--- config.mk ---
export PLATFORM = sky130hd
export DESIGN_NAME = router_fsm_flat
export DESIGN_NICKNAME = d
export VERILOG_FILES = /design/src/rtl/router_pkg.sv /design/src/rtl/router_fsm_if.sv /design/src/rtl/router_fsm_wdog.sv /design/src/rtl/router_fsm.sv /design/src/flat_wrapper.sv
export SDC_FILE = /design/constraint.sdc
export NUM_CORES = 1
export LEC_CHECK = 0
export CAP_MARGIN = 15
export CORE_AREA = 2 2 39 41
export CTS_CLUSTER_DIAMETER = 100
export DETAILED_ROUTE_END_ITERATION = 12
export DIE_AREA = 0 0 41 43
export PLACE_DENSITY = 0.69
export SKIP_CTS_REPAIR_TIMING = 1
export SLEW_MARGIN = 20
export SYNTH_ARGS = -nofsm -noshare
export SYNTH_HDL_FRONTEND = slang
export SYNTH_SLANG_ARGS = --single-unit
--- constraint.sdc ---
create_clock -name clock -period 2.5 [get_ports clock]
set_clock_uncertainty 0.15 [all_clocks]
set_input_delay 0.375 -clock clock [delete_from_list [all_inputs] [get_ports clock]]
set_output_delay 0.375 -clock clock [all_outputs]
set_load 0.02 [all_outputs]
--- src/rtl/router_pkg.sv ---
// Shared types and constants for the 1x3 router packet-sequencing FSM.
// Holds the 3-bit state encoding, port addresses and the watchdog default.
package router_pkg;

    typedef enum logic [2:0] {
        DECODE_ADDRESS     = 3'd0,
        LOAD_FIRST_DATA    = 3'd1,
        LOAD_DATA          = 3'd2,
        WAIT_TILL_EMPTY    = 3'd3,
        FIFO_FULL_STATE    = 3'd4,
        LOAD_AFTER_FULL    = 3'd5,
        LOAD_PARITY        = 3'd6,
        CHECK_PARITY_ERROR = 3'd7
    } router_state_t;

    localparam logic [1:0] ADDR_P0  = 2'd0;
    localparam logic [1:0] ADDR_P1  = 2'd1;
    localparam logic [1:0] ADDR_P2  = 2'd2;
    localparam logic [1:0] ADDR_INV = 2'd3;

    localparam int unsigned WDOG_CYCLES_DEF = 30;

    // Per-port flag select; the invalid address never selects a port.
    function automatic logic port_sel(input logic [2:0] flags,
                                      input logic [1:0] addr);
        logic r;
        r = 1'b0;
        unique case (addr)
            ADDR_P0:  r = flags[0];
            ADDR_P1:  r = flags[1];
            ADDR_P2:  r = flags[2];
            ADDR_INV: r = 1'b0;
        endcase
        return r;
    endfunction

endpackage

--- src/rtl/router_fsm_if.sv ---
// Status/strobe bundle between the router input side and router_fsm.
// master drives packet/FIFO status; slave is the FSM.
interface router_fsm_if;

    logic       pkt_valid;
    logic [1:0] data_in;
    logic       fifo_full;
    logic       fifo_empty_0;
    logic       fifo_empty_1;
    logic       fifo_empty_2;
    logic       soft_reset_0;
    logic       soft_reset_1;
    logic       soft_reset_2;
    logic       parity_done;
    logic       low_pkt_valid;

    logic       detect_add;
    logic       lfd_state;
    logic       ld_state;
    logic       laf_state;
    logic       full_state;
    logic       rst_int_reg;
    logic       write_enb_reg;
    logic       busy;
    logic       wdog_timeout;

    modport master (
        output pkt_valid, data_in, fifo_full,
        output fifo_empty_0, fifo_empty_1, fifo_empty_2,
        output soft_reset_0, soft_reset_1, soft_reset_2,
        output parity_done, low_pkt_valid,
        input  detect_add, lfd_state, ld_state, laf_state,
        input  full_state, rst_int_reg, write_enb_reg,
        input  busy, wdog_timeout
    );

    modport slave (
        input  pkt_valid, data_in, fifo_full,
        input  fifo_empty_0, fifo_empty_1, fifo_empty_2,
        input  soft_reset_0, soft_reset_1, soft_reset_2,
        input  parity_done, low_pkt_valid,
        output detect_add, lfd_state, ld_state, laf_state,
        output full_state, rst_int_reg, write_enb_reg,
        output busy, wdog_timeout
    );

endinterface

--- src/rtl/router_fsm_wdog.sv ---
// Stall watchdog: counts consecutive WTE/FFS cycles and flags the last one.
module router_fsm_wdog
    import router_pkg::*;
#(
    parameter int unsigned WDOG_CYCLES = WDOG_CYCLES_DEF
) (
    input  logic clock,
    input  logic resetn,
    input  logic stall,
    output logic timeout
);

    localparam int unsigned CW = $clog2(WDOG_CYCLES + 1);
    localparam logic [CW-1:0] LIMIT = CW'(WDOG_CYCLES);

    logic [CW-1:0] cnt;
    logic [CW-1:0] cnt_inc;

    assign cnt_inc = cnt + CW'(1);

    always_ff @(posedge clock or negedge resetn) begin
        if (!resetn) begin
            cnt <= '0;
        end else if (stall) begin
            cnt <= cnt_inc;
        end else begin
            cnt <= '0;
        end
    end

    // Fires in the cycle whose edge brings the count to the limit.
    assign timeout = stall && (cnt_inc == LIMIT);

endmodule

--- src/rtl/router_fsm.sv ---
// 1x3 router packet-sequencing FSM with Moore strobes for router_reg/FIFO.
// Optional stall watchdog enabled by defining ROUTER_FSM_WDOG_EN.
module router_fsm
    import router_pkg::*;
#(
    parameter int unsigned WDOG_CYCLES = WDOG_CYCLES_DEF
) (
    input  logic         clock,
    input  logic         resetn,
    router_fsm_if.slave  bus
);

    router_state_t state;
    router_state_t nxt;
    logic [1:0]    addr_q;
    logic [2:0]    empties;
    logic [2:0]    softs;
    logic          empty_in;
    logic          empty_q;
    logic          srst_q;
    logic          wdog_hit;

    if (WDOG_CYCLES == 0) begin : g_bad_cfg
        $error("router_fsm: WDOG_CYCLES must be at least 1");
    end

    assign empties = {bus.fifo_empty_2, bus.fifo_empty_1, bus.fifo_empty_0};
    assign softs   = {bus.soft_reset_2, bus.soft_reset_1, bus.soft_reset_0};
    assign empty_in = port_sel(empties, bus.data_in);
    assign empty_q  = port_sel(empties, addr_q);
    assign srst_q   = (state != DECODE_ADDRESS) && port_sel(softs, addr_q);

`ifdef ROUTER_FSM_WDOG_EN
    logic stall;

    assign stall = (state == WAIT_TILL_EMPTY) || (state == FIFO_FULL_STATE);

    router_fsm_wdog #(
        .WDOG_CYCLES (WDOG_CYCLES)
    ) u_wdog (
        .clock   (clock),
        .resetn  (resetn),
        .stall   (stall),
        .timeout (wdog_hit)
    );
`else
    assign wdog_hit = 1'b0;
`endif

    always_ff @(posedge clock or negedge resetn) begin
        if (!resetn) begin
            state  <= DECODE_ADDRESS;
            addr_q <= ADDR_P0;
        end else begin
            state <= nxt;
            if (state == DECODE_ADDRESS && nxt != DECODE_ADDRESS) begin
                addr_q <= bus.data_in;
            end
        end
    end

    always_comb begin
        nxt = state;
        unique case (state)
            DECODE_ADDRESS: begin
                if (bus.pkt_valid && bus.data_in != ADDR_INV) begin
                    nxt = empty_in ? LOAD_FIRST_DATA : WAIT_TILL_EMPTY;
                end
            end
            WAIT_TILL_EMPTY: begin
                if (empty_q) nxt = LOAD_FIRST_DATA;
            end
            LOAD_FIRST_DATA: nxt = LOAD_DATA;
            LOAD_DATA: begin
                if (bus.fifo_full)       nxt = FIFO_FULL_STATE;
                else if (!bus.pkt_valid) nxt = LOAD_PARITY;
            end
            FIFO_FULL_STATE: begin
                if (!bus.fifo_full) nxt = LOAD_AFTER_FULL;
            end
            LOAD_AFTER_FULL: begin
                if (bus.parity_done)        nxt = DECODE_ADDRESS;
                else if (bus.low_pkt_valid) nxt = LOAD_PARITY;
                else                        nxt = LOAD_DATA;
            end
            LOAD_PARITY: nxt = CHECK_PARITY_ERROR;
            CHECK_PARITY_ERROR: begin
                nxt = bus.fifo_full ? FIFO_FULL_STATE : DECODE_ADDRESS;
            end
        endcase
        // Port soft reset outranks the watchdog abort.
        if (srst_q || wdog_hit) nxt = DECODE_ADDRESS;
    end

    always_comb begin
        bus.detect_add    = 1'b0;
        bus.lfd_state     = 1'b0;
        bus.ld_state      = 1'b0;
        bus.laf_state     = 1'b0;
        bus.full_state    = 1'b0;
        bus.rst_int_reg   = 1'b0;
        bus.write_enb_reg = 1'b0;
        bus.busy          = 1'b1;
        unique case (state)
            DECODE_ADDRESS: begin
                bus.detect_add = 1'b1;
                bus.busy       = 1'b0;
            end
            LOAD_FIRST_DATA: bus.lfd_state = 1'b1;
            LOAD_DATA: begin
                bus.ld_state      = 1'b1;
                bus.write_enb_reg = 1'b1;
                bus.busy          = 1'b0;
            end
            WAIT_TILL_EMPTY: ;
            FIFO_FULL_STATE: bus.full_state = 1'b1;
            LOAD_AFTER_FULL: begin
                bus.laf_state     = 1'b1;
                bus.write_enb_reg = 1'b1;
            end
            LOAD_PARITY:        bus.write_enb_reg = 1'b1;
            CHECK_PARITY_ERROR: bus.rst_int_reg   = 1'b1;
        endcase
    end

    assign bus.wdog_timeout = wdog_hit && !srst_q;

endmodule

--- src/flat_wrapper.sv ---
// flat-port wrapper written by rule: the top's interface ports become plain ports
module router_fsm_flat import router_pkg::*;
#(
    parameter int unsigned WDOG_CYCLES = WDOG_CYCLES_DEF
)
  (clock, resetn, bus_pkt_valid, bus_data_in, bus_fifo_full, bus_fifo_empty_0, bus_fifo_empty_1, bus_fifo_empty_2, bus_soft_reset_0, bus_soft_reset_1, bus_soft_reset_2, bus_parity_done, bus_low_pkt_valid, bus_detect_add, bus_lfd_state, bus_ld_state, bus_laf_state, bus_full_state, bus_rst_int_reg, bus_write_enb_reg, bus_busy, bus_wdog_timeout);
  router_fsm_if bus_i ();
  input  logic clock;
  input  logic resetn;
  input wire logic [$bits(bus_i.pkt_valid)-1:0] bus_pkt_valid;
  input wire logic [$bits(bus_i.data_in)-1:0] bus_data_in;
  input wire logic [$bits(bus_i.fifo_full)-1:0] bus_fifo_full;
  input wire logic [$bits(bus_i.fifo_empty_0)-1:0] bus_fifo_empty_0;
  input wire logic [$bits(bus_i.fifo_empty_1)-1:0] bus_fifo_empty_1;
  input wire logic [$bits(bus_i.fifo_empty_2)-1:0] bus_fifo_empty_2;
  input wire logic [$bits(bus_i.soft_reset_0)-1:0] bus_soft_reset_0;
  input wire logic [$bits(bus_i.soft_reset_1)-1:0] bus_soft_reset_1;
  input wire logic [$bits(bus_i.soft_reset_2)-1:0] bus_soft_reset_2;
  input wire logic [$bits(bus_i.parity_done)-1:0] bus_parity_done;
  input wire logic [$bits(bus_i.low_pkt_valid)-1:0] bus_low_pkt_valid;
  output wire logic [$bits(bus_i.detect_add)-1:0] bus_detect_add;
  output wire logic [$bits(bus_i.lfd_state)-1:0] bus_lfd_state;
  output wire logic [$bits(bus_i.ld_state)-1:0] bus_ld_state;
  output wire logic [$bits(bus_i.laf_state)-1:0] bus_laf_state;
  output wire logic [$bits(bus_i.full_state)-1:0] bus_full_state;
  output wire logic [$bits(bus_i.rst_int_reg)-1:0] bus_rst_int_reg;
  output wire logic [$bits(bus_i.write_enb_reg)-1:0] bus_write_enb_reg;
  output wire logic [$bits(bus_i.busy)-1:0] bus_busy;
  output wire logic [$bits(bus_i.wdog_timeout)-1:0] bus_wdog_timeout;
  assign bus_i.pkt_valid = bus_pkt_valid;
  assign bus_i.data_in = bus_data_in;
  assign bus_i.fifo_full = bus_fifo_full;
  assign bus_i.fifo_empty_0 = bus_fifo_empty_0;
  assign bus_i.fifo_empty_1 = bus_fifo_empty_1;
  assign bus_i.fifo_empty_2 = bus_fifo_empty_2;
  assign bus_i.soft_reset_0 = bus_soft_reset_0;
  assign bus_i.soft_reset_1 = bus_soft_reset_1;
  assign bus_i.soft_reset_2 = bus_soft_reset_2;
  assign bus_i.parity_done = bus_parity_done;
  assign bus_i.low_pkt_valid = bus_low_pkt_valid;
  assign bus_detect_add = bus_i.detect_add;
  assign bus_lfd_state = bus_i.lfd_state;
  assign bus_ld_state = bus_i.ld_state;
  assign bus_laf_state = bus_i.laf_state;
  assign bus_full_state = bus_i.full_state;
  assign bus_rst_int_reg = bus_i.rst_int_reg;
  assign bus_write_enb_reg = bus_i.write_enb_reg;
  assign bus_busy = bus_i.busy;
  assign bus_wdog_timeout = bus_i.wdog_timeout;
  router_fsm #(.WDOG_CYCLES(WDOG_CYCLES)) u_core (.clock(clock), .resetn(resetn), .bus(bus_i));
endmodule
==> impl_metrics.tcl <==
set metrics [dict create \
    status "finished, final reports clean" \
    cp_cell_sequence "inv_1 -> and3_1 -> o21bai_1 -> clkdlybuf4s50_1" \
    antenna_found_initial 0 \
    p_leak_nw 0.268 \
    crit_slowest_cell "clkdlybuf4s50_1" \
    yosysWarnings 0 \
    critPathBufInv 2 \
    vias 428 \
    use_met3 0.0157 \
    r2r_slack_ns 0.74 \
    cts_tree "done" \
    grt_pass1_vias 372 \
    synth.avg_cell_area_um2 8.84 \
    place.gp.congestion 0.681 \
    multi_input_area_um2 254 \
    fin_crit_ns 2.28 \
    port_buffers 21 \
    max_freq_mhz 439 \
    grt_first_pass_wirelength_mm 1.46 \
    drt-initial-drc-count 6 \
    finalNetCount 83 \
    synth_seq_area_share 0.308 \
    path_class "flip-flop to output pin" \
    final_core_util 0.467 \
    path_clk_slew_ns 0.04 \
    clkLatencyLatePin_ns 0.23 \
    dr.pass1.iters 2 \
    cp-start-kind "flip-flop" \
    grtUsageMet2 0.188 \
    drive_above_1_share 0.132 \
    hold_class "primary input to async pin" \
    rsz0062_at_grt "no" \
    grt_usage 0.121 \
    setup_violations 0 \
    worstPathRequired_ns 1.98 \
    synth_cells 46 \
    grt_max_degree 15 \
    cap_viol_max_count 0 \
    netlist_area_um2 407 \
    overflow 0 \
    synth-seq-cells 5 \
    critical-path-max-stage-delay_ns 0.61 \
    rows 14 \
    n_fill_cell 144 \
    cts_buffer_depth 2 \
    synth.distinct_cells 30 \
    critPathArrivalTime_ns 1.75 \
    rr_endpoint "u_core.state[1]" \
    dieArea_um2 1760 \
    cts_sinks 5 \
    cts_max_level 1 \
    diodes 0 \
    tritoncts.num_buffers 3 \
    met1_usage 0.146 \
    start_util 0.294 \
    antenna_left 0 \
    num_io_pins 23 \
    critPathTopFamily "buffers and inverters" \
    crit_path_max_fanout 8 \
    end_kind "output pin" \
    reg2regPathDepth 4 \
    seq_area_um2 125 \
    via_per_inst 5.10 \
    wl_per_cell_um 11.1 \
    die_y_um 43 \
    crit-reg2reg-launch "u_core.state[2]" \
    busiest_layer "met2" \
    final.setup.tns_ns 0 \
    slew_viol_final 0 \
    drc 0 \
    finalCritPeriodShare 0.911 \
    area_growth_pct 59.1 \
    hold_viol_final 0 \
    wirelength_um 930 \
    hpwl_um 762 \
    fp.dieW_um 41 \
    cts_root_buf "clkbuf_4" \
    coreArea_um2 1380 \
    peakVddDrop_mv 0.420 \
    syn_nets 60 \
    cellPowerDensity_nw_per_um2 1040 \
]
[worst max path at each step]
| stage | from | to | slack [ns] | cells past startpoint |
|---|---|---|---|---|
| after floorplan | u_core.state[0] | bus_write_enb_reg | 0.78 | 3 |
| after global placement | bus_pkt_valid | u_core.state[1] | 0.47 | 5 |
| after detailed placement | u_core.state[1] | bus_write_enb_reg | 0.47 | 4 |
| after CTS | u_core.state[1] | bus_write_enb_reg | 0.21 | 4 |
| after global routing | u_core.state[1] | bus_write_enb_reg | 0.11 | 4 |
| final | u_core.state[1] | bus_write_enb_reg | 0.22 | 4 |
[cell families after synthesis]
group           after synthesis  synth area share
mux                           4             0.105
flops                         5             0.308
compound gates               15             0.295
buf+inv                       6            0.0677
other cells                   1           0.00922
simple gates                 15             0.215
[worst register-to-register path: stages (launching register included)]
cell	delay, ns
dfrtp_1	0.48
nand2b_4	0.20
a2111o_1	0.44
a211o_1	0.26
a22oi_2	0.15
[report_power, final]
| group | switching (mW) | internal, mW |
|---|---|---|
| sequential | 0.0705 | 0.118 |
| clock | 0.0292 | 0.0601 |
| combinational | 0.184 | 0.213 |
[cell usage after synthesis]
| library cell | instances | area (um2) |
|---|---|---|
| nand2_1 | 2 | 7.51 |
| clkbuf_1 | 1 | 3.75 |
| conb_1 | 1 | 3.75 |
| nor2_1 | 3 | 11.3 |
| o21ai_0 | 3 | 15.0 |
| nand2b_4 | 1 | 13.8 |
| and3_1 | 2 | 12.5 |
| mux2i_1 | 2 | 20.0 |
| nor3_1 | 2 | 10.0 |
| a221o_1 | 1 | 10.0 |
| a221oi_1 | 1 | 8.76 |
| a211o_1 | 1 | 8.76 |
| a31oi_1 | 1 | 6.26 |
| nand2b_1 | 1 | 6.26 |
| o2111ai_1 | 1 | 8.76 |
| mux2_2 | 2 | 22.5 |
| nor3b_1 | 2 | 15.0 |
| nand3_1 | 1 | 5.00 |
| o2bb2ai_1 | 1 | 8.76 |
| or2_2 | 1 | 6.26 |
| a31o_2 | 1 | 8.76 |
| a22oi_2 | 1 | 12.5 |
| buf_4 | 1 | 7.51 |
| buf_2 | 1 | 5.00 |
| a22o_1 | 1 | 8.76 |
| a21oi_1 | 1 | 5.00 |
| a2111o_1 | 1 | 11.3 |
| dfrtp_1 | 5 | 125 |
| o21bai_1 | 1 | 7.51 |
| inv_1 | 3 | 11.3 |
[cell type report]
type / count / area share
multi-input cells: 35 / 0.393
flip-flops and latches: 5 / 0.193
well taps: 16 / 0.0309
repair buffers: 21 / 0.325
inverters: 3 / 0.0174
clock buffers: 4 / 0.0406
[flip-flops by register name (all words and copies together) (netlist names)]
signal / flops
u_core.state: 3
u_core.addr_q: 2
[cell usage in the layout (no fill, tap or decap)]
| cell | count |
|---|---|
| nor2_1 | 3 |
| a22o_1 | 1 |
| inv_1 | 3 |
| nand2_1 | 2 |
| a221oi_1 | 1 |
| nor3_1 | 2 |
| clkbuf_4 | 3 |
| a211o_1 | 1 |
| o2bb2ai_1 | 1 |
| conb_1 | 1 |
| nor3b_1 | 2 |
| a22oi_2 | 1 |
| or2_2 | 1 |
| a2111o_1 | 1 |
| and3_1 | 2 |
| a21oi_1 | 1 |
| o2111ai_1 | 1 |
| a31o_2 | 1 |
| mux2_2 | 2 |
| mux2i_1 | 2 |
| o21bai_1 | 1 |
| nand2b_1 | 1 |
| o21ai_0 | 3 |
| a31oi_1 | 1 |
| clkdlybuf4s50_1 | 21 |
| dfrtp_1 | 5 |
| clkbuf_1 | 1 |
| nand3_1 | 1 |
| a221o_1 | 1 |
| nand2b_4 | 1 |
[metrics by stage]
stage	instance area, um2	cells	total power [mW]	hold slack (ns)	setup slack (ns)
2_1_floorplan	407	46	0.436	-0.0706	0.785
3_3_place_gp	621	80	0.586	0.426	0.468
3_5_place_dp	621	80	0.590	0.440	0.472
4_1_cts	647	84	0.685	0.205	0.209
5_1_grt	647	84	0.729	0.216	0.114
6_report	647	84	0.675	0.207	0.223
[routing by layer]
layer  up-vias  routed length [um]
met5         -                   0
met4         0                   0
met3         0                  68
met2        13                 463
met1       197                 398
li1        218                   -
(Power assumes the default switching activity.)
